File: src/rtl/logic_unit_pkg.sv
// logic_unit_pkg: op-code encoding and shared constants for the bitwise logic unit.
package logic_unit_pkg;

    // Width of the operation select field
    localparam int LU_OP_W = 3;

    // Operation encoding; all eight codes are legal
    typedef enum logic [LU_OP_W-1:0] {
        LU_AND    = 3'd0,
        LU_OR     = 3'd1,
        LU_XOR    = 3'd2,
        LU_NOR    = 3'd3,
        LU_NAND   = 3'd4,
        LU_XNOR   = 3'd5,
        LU_ANDN   = 3'd6,   // a & ~b
        LU_PASS_A = 3'd7
    } lu_op_e;

endpackage

File: src/rtl/logic_unit_core.sv
// logic_unit_core: combinational op decode plus zero/all-ones/parity flags.
// No state; the enclosing pipeline registers everything it produces.
module logic_unit_core
    import logic_unit_pkg::*;
#(
    parameter int WIDTH = 8
) (
    input  lu_op_e           op,
    input  logic [WIDTH-1:0] a,
    input  logic [WIDTH-1:0] b,
    output logic [WIDTH-1:0] y,
    output logic             zero,
    output logic             ones,
    output logic             parity
);

    logic [WIDTH-1:0] w_y;

    // Select the bitwise result for the current op
    always_comb begin
        w_y = a;
        case (op)
            LU_AND:    w_y = a & b;
            LU_OR:     w_y = a | b;
            LU_XOR:    w_y = a ^ b;
            LU_NOR:    w_y = ~(a | b);
            LU_NAND:   w_y = ~(a & b);
            LU_XNOR:   w_y = ~(a ^ b);
            LU_ANDN:   w_y = a & ~b;
            LU_PASS_A: w_y = a;
            default:   w_y = a;
        endcase
    end

    assign y      = w_y;
    assign zero   = ~|w_y;
    assign ones   = &w_y;
    assign parity = ^w_y;

endmodule

File: src/rtl/logic_unit.sv
// logic_unit: two-stage valid/ready pipelined bitwise logic unit.
// S1 captures operands on the input handshake; S2 computes the op and
// registers the result with its flags. in_ready looks through S2's
// readiness so a full S1 can still accept when S2 drains the same cycle.
// Optional completed-result counter enabled by defining LOGIC_UNIT_STATS_EN.
module logic_unit
    import logic_unit_pkg::*;
#(
    parameter int WIDTH = 8
`ifdef LOGIC_UNIT_STATS_EN
    ,
    parameter int CNT_W = 16
`endif
) (
    input  logic               clk,
    input  logic               rst,
    input  logic               in_valid,
    output logic               in_ready,
    input  logic [LU_OP_W-1:0] op,
    input  logic [WIDTH-1:0]   a,
    input  logic [WIDTH-1:0]   b,
    output logic               out_valid,
    input  logic               out_ready,
    output logic [WIDTH-1:0]   y,
    output logic               zero,
    output logic               ones,
    output logic               parity
`ifdef LOGIC_UNIT_STATS_EN
    ,
    output logic [CNT_W-1:0]   op_count
`endif
);

    // Stage 1 operand registers
    logic             r_s1_valid;
    lu_op_e           r_s1_op;
    logic [WIDTH-1:0] r_s1_a;
    logic [WIDTH-1:0] r_s1_b;

    // Stage 2 result registers
    logic             r_s2_valid;
    logic [WIDTH-1:0] r_y;
    logic             r_zero;
    logic             r_ones;
    logic             r_parity;

    // Handshake / transfer strobes
    logic             w_s1_load;
    logic             w_s2_load;
    logic             w_out_hs;

    // Core outputs computed from S1 contents
    logic [WIDTH-1:0] w_y;
    logic             w_zero;
    logic             w_ones;
    logic             w_parity;

    assign w_s2_load = r_s1_valid && (!r_s2_valid || out_ready);
    assign in_ready  = !r_s1_valid || w_s2_load;
    assign w_s1_load = in_valid && in_ready;
    assign w_out_hs  = r_s2_valid && out_ready;

    logic_unit_core #(
        .WIDTH (WIDTH)
    ) u_core (
        .op     (r_s1_op),
        .a      (r_s1_a),
        .b      (r_s1_b),
        .y      (w_y),
        .zero   (w_zero),
        .ones   (w_ones),
        .parity (w_parity)
    );

    // Stage 1: capture operands on input handshake, empty when drained into S2
    always_ff @(posedge clk) begin
        if (rst) begin
            r_s1_valid <= 1'b0;
            r_s1_op    <= LU_AND;
            r_s1_a     <= '0;
            r_s1_b     <= '0;
        end else begin
            if (w_s1_load) begin
                r_s1_valid <= 1'b1;
                r_s1_op    <= lu_op_e'(op);
                r_s1_a     <= a;
                r_s1_b     <= b;
            end else if (w_s2_load) begin
                r_s1_valid <= 1'b0;
            end
        end
    end

    // Stage 2: register result and flags together; hold while stalled
    always_ff @(posedge clk) begin
        if (rst) begin
            r_s2_valid <= 1'b0;
            r_y        <= '0;
            r_zero     <= 1'b0;
            r_ones     <= 1'b0;
            r_parity   <= 1'b0;
        end else begin
            if (w_s2_load) begin
                r_s2_valid <= 1'b1;
                r_y        <= w_y;
                r_zero     <= w_zero;
                r_ones     <= w_ones;
                r_parity   <= w_parity;
            end else if (w_out_hs) begin
                r_s2_valid <= 1'b0;
            end
        end
    end

    assign out_valid = r_s2_valid;
    assign y         = r_y;
    assign zero      = r_zero;
    assign ones      = r_ones;
    assign parity    = r_parity;

`ifdef LOGIC_UNIT_STATS_EN
    logic [CNT_W-1:0] r_op_count;

    // Count output handshakes, sticking at the maximum value
    always_ff @(posedge clk) begin
        if (rst) begin
            r_op_count <= '0;
        end else if (w_out_hs && (r_op_count != {CNT_W{1'b1}})) begin
            r_op_count <= r_op_count + {{(CNT_W-1){1'b0}}, 1'b1};
        end
    end

    assign op_count = r_op_count;
`endif

endmodule

File: config.mk
export PLATFORM = sky130hd
export DESIGN_NAME = logic_unit
export DESIGN_NICKNAME = d
export VERILOG_FILES = /design/src/rtl/logic_unit_pkg.sv /design/src/rtl/logic_unit_core.sv /design/src/rtl/logic_unit.sv
export SDC_FILE = /design/constraint.sdc
export NUM_CORES = 1
export LEC_CHECK = 0
export ABC_AREA = 1
export ABC_CLOCK_PERIOD_IN_PS = 1790
export CAP_MARGIN = 20
export CORE_UTILIZATION = 50
export CTS_CLUSTER_DIAMETER = 200
export DETAILED_ROUTE_END_ITERATION = 10
export GPL_ROUTABILITY_DRIVEN = 0
export PLACE_DENSITY = 0.77
export SLEW_MARGIN = 20
export SYNTH_ARGS = -nofsm -noshare
export SYNTH_HDL_FRONTEND = slang
export SYNTH_SLANG_ARGS = --single-unit
File: constraint.sdc
create_clock -name clk -period 1.79 [get_ports clk]
set_input_delay 0.358 -clock clk [delete_from_list [all_inputs] [get_ports clk]]
set_output_delay 0.358 -clock clk [all_outputs]
set_load 0.05 [all_outputs]
==> impl_metrics.csv, run 1 <==
group,metric,value,unit
logic_synthesis,yosysTopAreaCell,"dfxtp_1",
final_layout,n_antenna_cell,0,
run_status,failed_checks,"negative setup slack",
worst_setup_path,cp_common_cell,"inv_1",
placement,port_buffers,35,
timing,rsz0062_at_grt,"yes",
logic_synthesis,synth_compound_gate_area_share,7.150,%
power,netSwitchingPower,960.0,uW
hold_path,hold_path_class,"reg2reg",
logic_synthesis,synth_top_family_by_area,"simple AND/OR/NAND/NOR gates",
worst_setup_path,cp.depth,12,
power,p_seq_share,31.0,%
cts,cts_sinks,32,
cts,clockBufferDepth,2,
logic_synthesis,synth.cell_area,0.002520,sq mm
logic_synthesis,ys_seq_area_share,25.42,%
global_route,grt_pass1_vias,2741,
timing,worstMarginPinSlew,0.3214,ns
global_route,grt_overflow,0,
placement,dp_hpwl,4654,microns
power,combPwrFrac,46.4,%
logic_synthesis,synth_fp_nets,404,
worst_setup_path,required,1.98,ns
worst_setup_path,rr_worst_depth,12,
hold_path,holdPathStages,2,
die,design.core.area,0.004786,sq mm
worst_setup_path,crit_chain,"buf_12 -> buf_4 -> nand4_1 -> nand2_1 -> nor2_1 -> nand3_2 -> inv_1 -> ha_4 -> xnor2_2 -> xnor2_1 -> o21ai_1 -> inv_1",
global_route,antenna_found_initial,0,
final_layout,final_util,81.44,%
route,drt_drc_violations_left,0,
cts,cts-root-buf,"clkbuf_8",
worst_setup_path,endpoint_kind,"register",
placement,placed_cells,492,
worst_setup_path,startpoint_type,"register",
timing,max-slew-margin-rel,78.54,%
route,num_vias,3035,
timing,finClkSkew,0.005972,ns
final_layout,drive_gt1_share,43.42,%
logic_synthesis,yosys-top-cells-area,"dfxtp_1, ha_1, nand4_1",
logic_synthesis,synth_xor_area_share,1.043,%
route,wire_per_inst,16.96,microns
timing,final_max_slew_viol_count,0,
die,die_w,72.99,microns
timing,setup_viol,4,
worst_setup_path,r2r_slack,-0.31,ns
worst_setup_path,crit_path_top_delay_cell,"dfxtp_2",
cts,cts_hold_buffers,0,
final_layout,nNetsFinal,510,
worst_setup_path,path_max_fanout,10,
worst_setup_path,crit_family,"simple AND/OR/NAND/NOR gates",
route,drt-initial-drc-count,341,
logic_synthesis,ys_ff_latch,32,
logic_synthesis,synth.distinct_cells,27,
timing,min_period,2.098,ns
logic_synthesis,syn_inst,349,
run,cap_violations,0,
logic_synthesis,synth-adder-area-share,15.89,%
logic_synthesis,synthSimpleGateAreaFrac,35.70,%
die,top_level_ports,36,
route,ant_nets,0,
global_route,grt_pass1_wl,12360,microns
global_route,grt_max_degree,40,
logic_synthesis,synth_top_area_share,25.42,%
final_layout,nFillCells,274,
final_layout,area_growth_syn_to_layout,54.67,%
worst_setup_path,cp.arrival,2.29,ns
die,start_util,52.65,%
route,drt_first_pass_iters,5,
run_status,outcome,"finished, violations left",
final_layout,layout.cells.non_filler,523,
timing,period_share,117.2,%
power,p_leak,0.001880,uW
cts,cts_tree,"built",
power,internal_power,1665,uW
power,peakVddDrop,0.5814,mV
logic_synthesis,postSynthAreaPerCell,7.220,sq um
cts,cts_buffers,5,
die,die_height,72.99,microns
die,fp-row-count,25,
cts,clk_pin_slew_worst_paths,0.07,ns
power,clockPowerShare,22.5,%
timing,hold_viol_final,0,
die,die-area,0.005328,sq mm
worst_setup_path,critical_path_class,"reg2reg",
cts,htree_levels,2,
logic_synthesis,yosysWarnings,0,
power,power_switching_share,36.58,%
route,vias_per_cell,5.803,
timing,setup_slack,-0.3081,ns
route,wl,8871,microns
logic_synthesis,synth.area.mux_share,0,%
global_route,grtUsageTotal,30.14,%
power,cellPowerDensity,673.4,mW/mm^2
worst_setup_path,cp_num_buf_inv,4,
worst_setup_path,cpPeakStageDelay,0.35,ns
cts,clk_latency,0.29,ns
timing,fmax,476.6,MHz
## cells in the mapped netlist
cell type / instances
inv_2: 3
nor2_4: 1
nand4_1: 39
a211oi_1: 19
nand3_2: 4
nand3b_1: 7
ha_1: 32
nor3_4: 1
xnor2_1: 2
a21oi_1: 2
nor2_1: 51
o21ai_0: 2
nor3_1: 2
nand2_2: 1
inv_4: 1
inv_1: 58
nor2_2: 13
buf_4: 1
nand3_1: 15
xor2_1: 1
dfxtp_1: 32
buf_6: 7
a41oi_1: 2
clkbuf_1: 3
nand3_4: 1
buf_2: 8
nand2_1: 41
## kinds of logic after synthesis
logic type	Yosys count
xor gates and xnor gates	3
buffers and inverters	81
and+or+nand+nor	176
AOI/OAI and AO/OA	25
DFF	32
adders and majority gates	32
## worst register-to-register path, cell delays in order (launching register included)
cell     delay (ns)
dfxtp_2        0.35
buf_12         0.15
buf_4          0.16
nand4_1        0.12
nand2_1        0.09
nor2_1         0.19
nand3_2        0.14
inv_1          0.12
ha_4           0.22
xnor2_2        0.14
xnor2_1        0.13
o21ai_1        0.13
inv_1          0.05
## worst paths after layout
check | start | endpoint
min reg2reg | ones$_SDFFE_PP0P_ | ones$_SDFFE_PP0P_
min | ones$_SDFFE_PP0P_ | ones$_SDFFE_PP0P_
max reg2reg | r_s1_op[0]$_SDFFE_PP0P_ | parity$_SDFFE_PP0P_
max | r_s1_op[0]$_SDFFE_PP0P_ | parity$_SDFFE_PP0P_
## power groups by stage
| stage | Sequential (uW) | Combinational (uW) | Clock (uW) |
|---|---|---|---|
| final | 815 | 1220 | 591 |
| after global routing | 819 | 1290 | 618 |
| after CTS | 812 | 1050 | 589 |
| after detailed placement | 832 | 889 | 0 |
| after global placement | 827 | 855 | 0 |
| after floorplan | 898 | 476 | 0 |
## area by class of cell
type / instances / area [sq um] / share of cell area, %
Clock inverter: 2 / 10.01 / 0.2568
Multi-Input combinational cell: 236 / 1742 / 44.69
Inverter: 62 / 235.2 / 6.035
Clock buffer: 6 / 82.58 / 2.119
Sequential cell: 32 / 669.4 / 17.17
Tap cell: 67 / 83.83 / 2.151
Timing Repair Buffer: 118 / 1075 / 27.58
## layer usage
metal / wire length, microns / global-route usage [%]
met5: 0 / 0
met4: 614 / 18.30
met3: 649 / 5.663
met2: 4208 / 52.78
met1: 3398 / 33.64
## state kept, by name, summed over array words and instances, names as in the netlist
name / cells
r_s1_op: 3
r_s1_valid: 1
out_valid: 1
r_s1_b: 8
r_s1_a: 8
parity: 1
ones: 1
y: 8
zero: 1
## stage by stage
stage               setup TNS (ns)  hold WS [ns]  total power, uW  area, sq um  setup slack [ns]
finish                     -0.6068        0.4999             2625         3897           -0.3081
global route               -0.8722        0.5470             2724         3897           -0.3466
CTS                        -0.1499        0.5020             2447         3730           -0.1225
detailed placement         -0.3213        0.4922             1721         3369           -0.2613
global placement           -0.2071        0.4872             1683         3369           -0.1887
floorplan                -0.006484        0.4581             1374         2589         -0.006484
## timing repair
item / in CTS / in global routing
setup endpoints to repair: 3 / 4
pin swaps: 19 / 17
gates resized for setup: 33 / 25
cloned: 0 / 1
buffers inserted: 17 / 9
## layout by cell type, fill, tap and decap left out, types with 17 or more instances in the layout
cell type,n
a211oi_1,19
buf_4,78
clkdlybuf4s50_1,22
dfxtp_2,17
ha_1,20
inv_1,35
inv_2,26
nand2_1,39
nand4_1,39
nor2_1,49
Power figures use the tool's default switching activity.
==> run 2, diff against run 1 <==
Settings changed: TNS_END_PERCENT set to 30.
==> run 2 against run 1 <==
  * Critical path type unchanged
  * Combinational power barely moved
  * Sequential cell count did not move
  * Count of clock-buffer cells in the layout did not move
  * Highest routed layer unchanged
  * Non-clock buffer count fell by 1
  * Sequential power barely moved
  * Largest cell class unchanged
  * Die area did not move
  * The flow still finishes with violations (negative setup slack)
==> impl_metrics.csv, run 2 (synthesis results as in run 1) <==
group,metric,value,unit
timing,max-slew-margin-rel,77.84,%
global_route,grt_pass1_wl,12350,microns
route,wl,8601,microns
route,num_vias,3040,
die,fp-row-count,25,
worst_setup_path,crit_chain,"inv_2 -> ha_4 -> inv_2 -> nand4_1 -> nand2_2 -> nor2_4 -> nand3_2 -> inv_2 -> ha_4 -> xor2_2 -> xnor2_1 -> o21ai_1 -> inv_1",
route,ant_nets,0,
route,vias_per_cell,5.824,
route,drt_drc_violations_left,0,
cts,cts_buffers,5,
route,drt-initial-drc-count,231,
worst_setup_path,path_max_fanout,3,
power,p_leak,0.001864,uW
final_layout,n_antenna_cell,0,
final_layout,area_growth_syn_to_layout,52.78,%
worst_setup_path,r2r_slack,-0.36,ns
global_route,antenna_found_initial,0,
timing,holdWs,0.4975,ns
worst_setup_path,r2r_end,"parity$_SDFFE_PP0P_",
timing,setup_viol,4,
cts,clk_pin_slew_worst_paths,0.07,ns
worst_setup_path,endpoint_kind,"register",
worst_setup_path,critical_path_class,"reg2reg",
final_layout,drive_gt1_share,41.76,%
final_layout,final_cell_mix,"buf_4, nor2_1, nand4_1, nand2_1, inv_1",
final_layout,postLayoutCellArea,0.003850,sq mm
timing,min_period,2.148,ns
cts,cts-root-buf,"clkbuf_8",
final_layout,nFillCells,292,
global_route,grtUsageTotal,30.20,%
worst_setup_path,rr_worst_depth,13,
timing,hold_viol_final,0,
worst_setup_path,cp_common_cell,"inv_2",
cts,cts_hold_buffers,0,
final_layout,nNetsFinal,509,
hold_path,hold_path.startpoint,"ones$_SDFFE_PP0P_",
timing,finClkSkew,0.005281,ns
worst_setup_path,startpoint,"r_s1_a[5]$_SDFFE_PP0P_",
placement,port_buffers,35,
die,die_w,72.99,microns
worst_setup_path,crit_path_top_delay_cell,"dfxtp_2",
run_status,failed_checks,"negative setup slack",
die,die_height,72.99,microns
timing,fmax,465.5,MHz
timing,setup_tns,-0.7267,ns
power,peakVddDrop,0.6579,mV
cts,clockBufferDepth,2,
cts,htree_levels,2,
cts,clk_latency,0.29,ns
global_route,grt_overflow,0,
cts,cts_tree,"built",
route,wire_per_inst,16.48,microns
global_route,grt_pass1_vias,2756,
die,top_level_ports,36,
hold_path,hold_end,"ones$_SDFFE_PP0P_",
timing,final_max_slew_viol_count,0,
hold_path,holdPathStages,2,
placement,dp_slack,-0.2613,ns
worst_setup_path,cpPeakStageDelay,0.36,ns
worst_setup_path,worstReg2RegStart,"r_s1_a[5]$_SDFFE_PP0P_",
worst_setup_path,startpoint_type,"register",
placement,dp_hpwl,4654,microns
die,start_util,52.65,%
power,cellPowerDensity,676.5,mW/mm^2
die,die-area,0.005328,sq mm
cts,cts_sinks,32,
final_layout,final_common_cell,"buf_4",
hold_path,hold_path_class,"reg2reg",
global_route,grt_max_degree,40,
placement,place_area,0.003369,sq mm
run_status,outcome,"finished, violations left",
route,drt_first_pass_iters,6,
timing,worstMarginPinSlew,0.3320,ns
die,design.core.area,0.004786,sq mm
worst_setup_path,cp_num_buf_inv,4,
run,cap_violations,0,
worst_setup_path,cp.arrival,2.34,ns
worst_setup_path,required,1.98,ns
worst_setup_path,crit_family,"simple AND/OR/NAND/NOR gates",
timing,setup_slack,-0.3580,ns
timing,period_share,120.0,%
timing,rsz0062_at_grt,"yes",
[run 2: changes by cell type in the layout (fill, tap and decap cells not counted), sizes merged]
cell,before,now
buf,95,94
[run 2: final cells by class]
cell class | count | area (sq um) | area share (%)
clock buffers | 6 | 82.58 | 2.145
well taps | 67 | 83.83 | 2.177
repair buffers | 117 | 1049 | 27.23
multi-input cells | 236 | 1722 | 44.72
flip-flops and latches | 32 | 668.1 | 17.35
clock inverters | 2 | 10.01 | 0.2600
inverters | 62 | 235.2 | 6.110
[run 2: layer usage]
| layer | share of wire, % | up-vias | GRT usage, % |
|---|---|---|---|
| met3 | 8.1 | 83 | 5.939 |
| li1 | - | 1356 | - |
| met4 | 6.8 | 0 | 18.95 |
| met5 | 0 | - | 0 |
| met2 | 47 | 225 | 52.78 |
| met1 | 38 | 1376 | 33.39 |
[run 2: what timing repair did]
action / 4_1_cts / 5_1_grt
buffers inserted: 17 / 4
resized for setup: 31 / 15
pin swaps: 18 / 13
endpoints found under the setup margin: 3 / 4
gates cloned: 0 / 1
endpoints found under the hold margin: 0 / 0
[run 2: worst reg2reg max path: cells and delay by family (launching register included)]
family / cells / cell delay (ns)
simple gates: 4 / 0.49
buf+inv: 4 / 0.28
compound gates: 1 / 0.16
fa+ha+maj: 2 / 0.48
flops: 1 / 0.36
xor+xnor: 2 / 0.29
[run 2: worst max path at each step]
| stage | cells after the start | slack, ns | to |
|---|---|---|---|
| floorplan | 13 | -0.006 | parity$_SDFFE_PP0P_ |
| global placement | 10 | -0.19 | parity$_SDFFE_PP0P_ |
| detailed placement | 10 | -0.26 | parity$_SDFFE_PP0P_ |
| CTS | 13 | -0.12 | parity$_SDFFE_PP0P_ |
| global route | 13 | -0.43 | parity$_SDFFE_PP0P_ |
| finish | 13 | -0.36 | parity$_SDFFE_PP0P_ |
[run 2: stage by stage]
step | total power, uW | std cells | util (%)
after detailed placement | 1721 | 492 | 70.41
after global routing | 2704 | 522 | 80.44
after floorplan | 1374 | 349 | -
final | 2604 | 522 | 80.44
after CTS | 2442 | 517 | 77.65
after global placement | 1683 | 492 | 70.41
[run 2: where the power goes]
group          switching (uW)  total, uW  internal, uW
logic                     629       1200           569
clock network             286        593           307
registers                41.9        814           772
total                     957       2600          1650
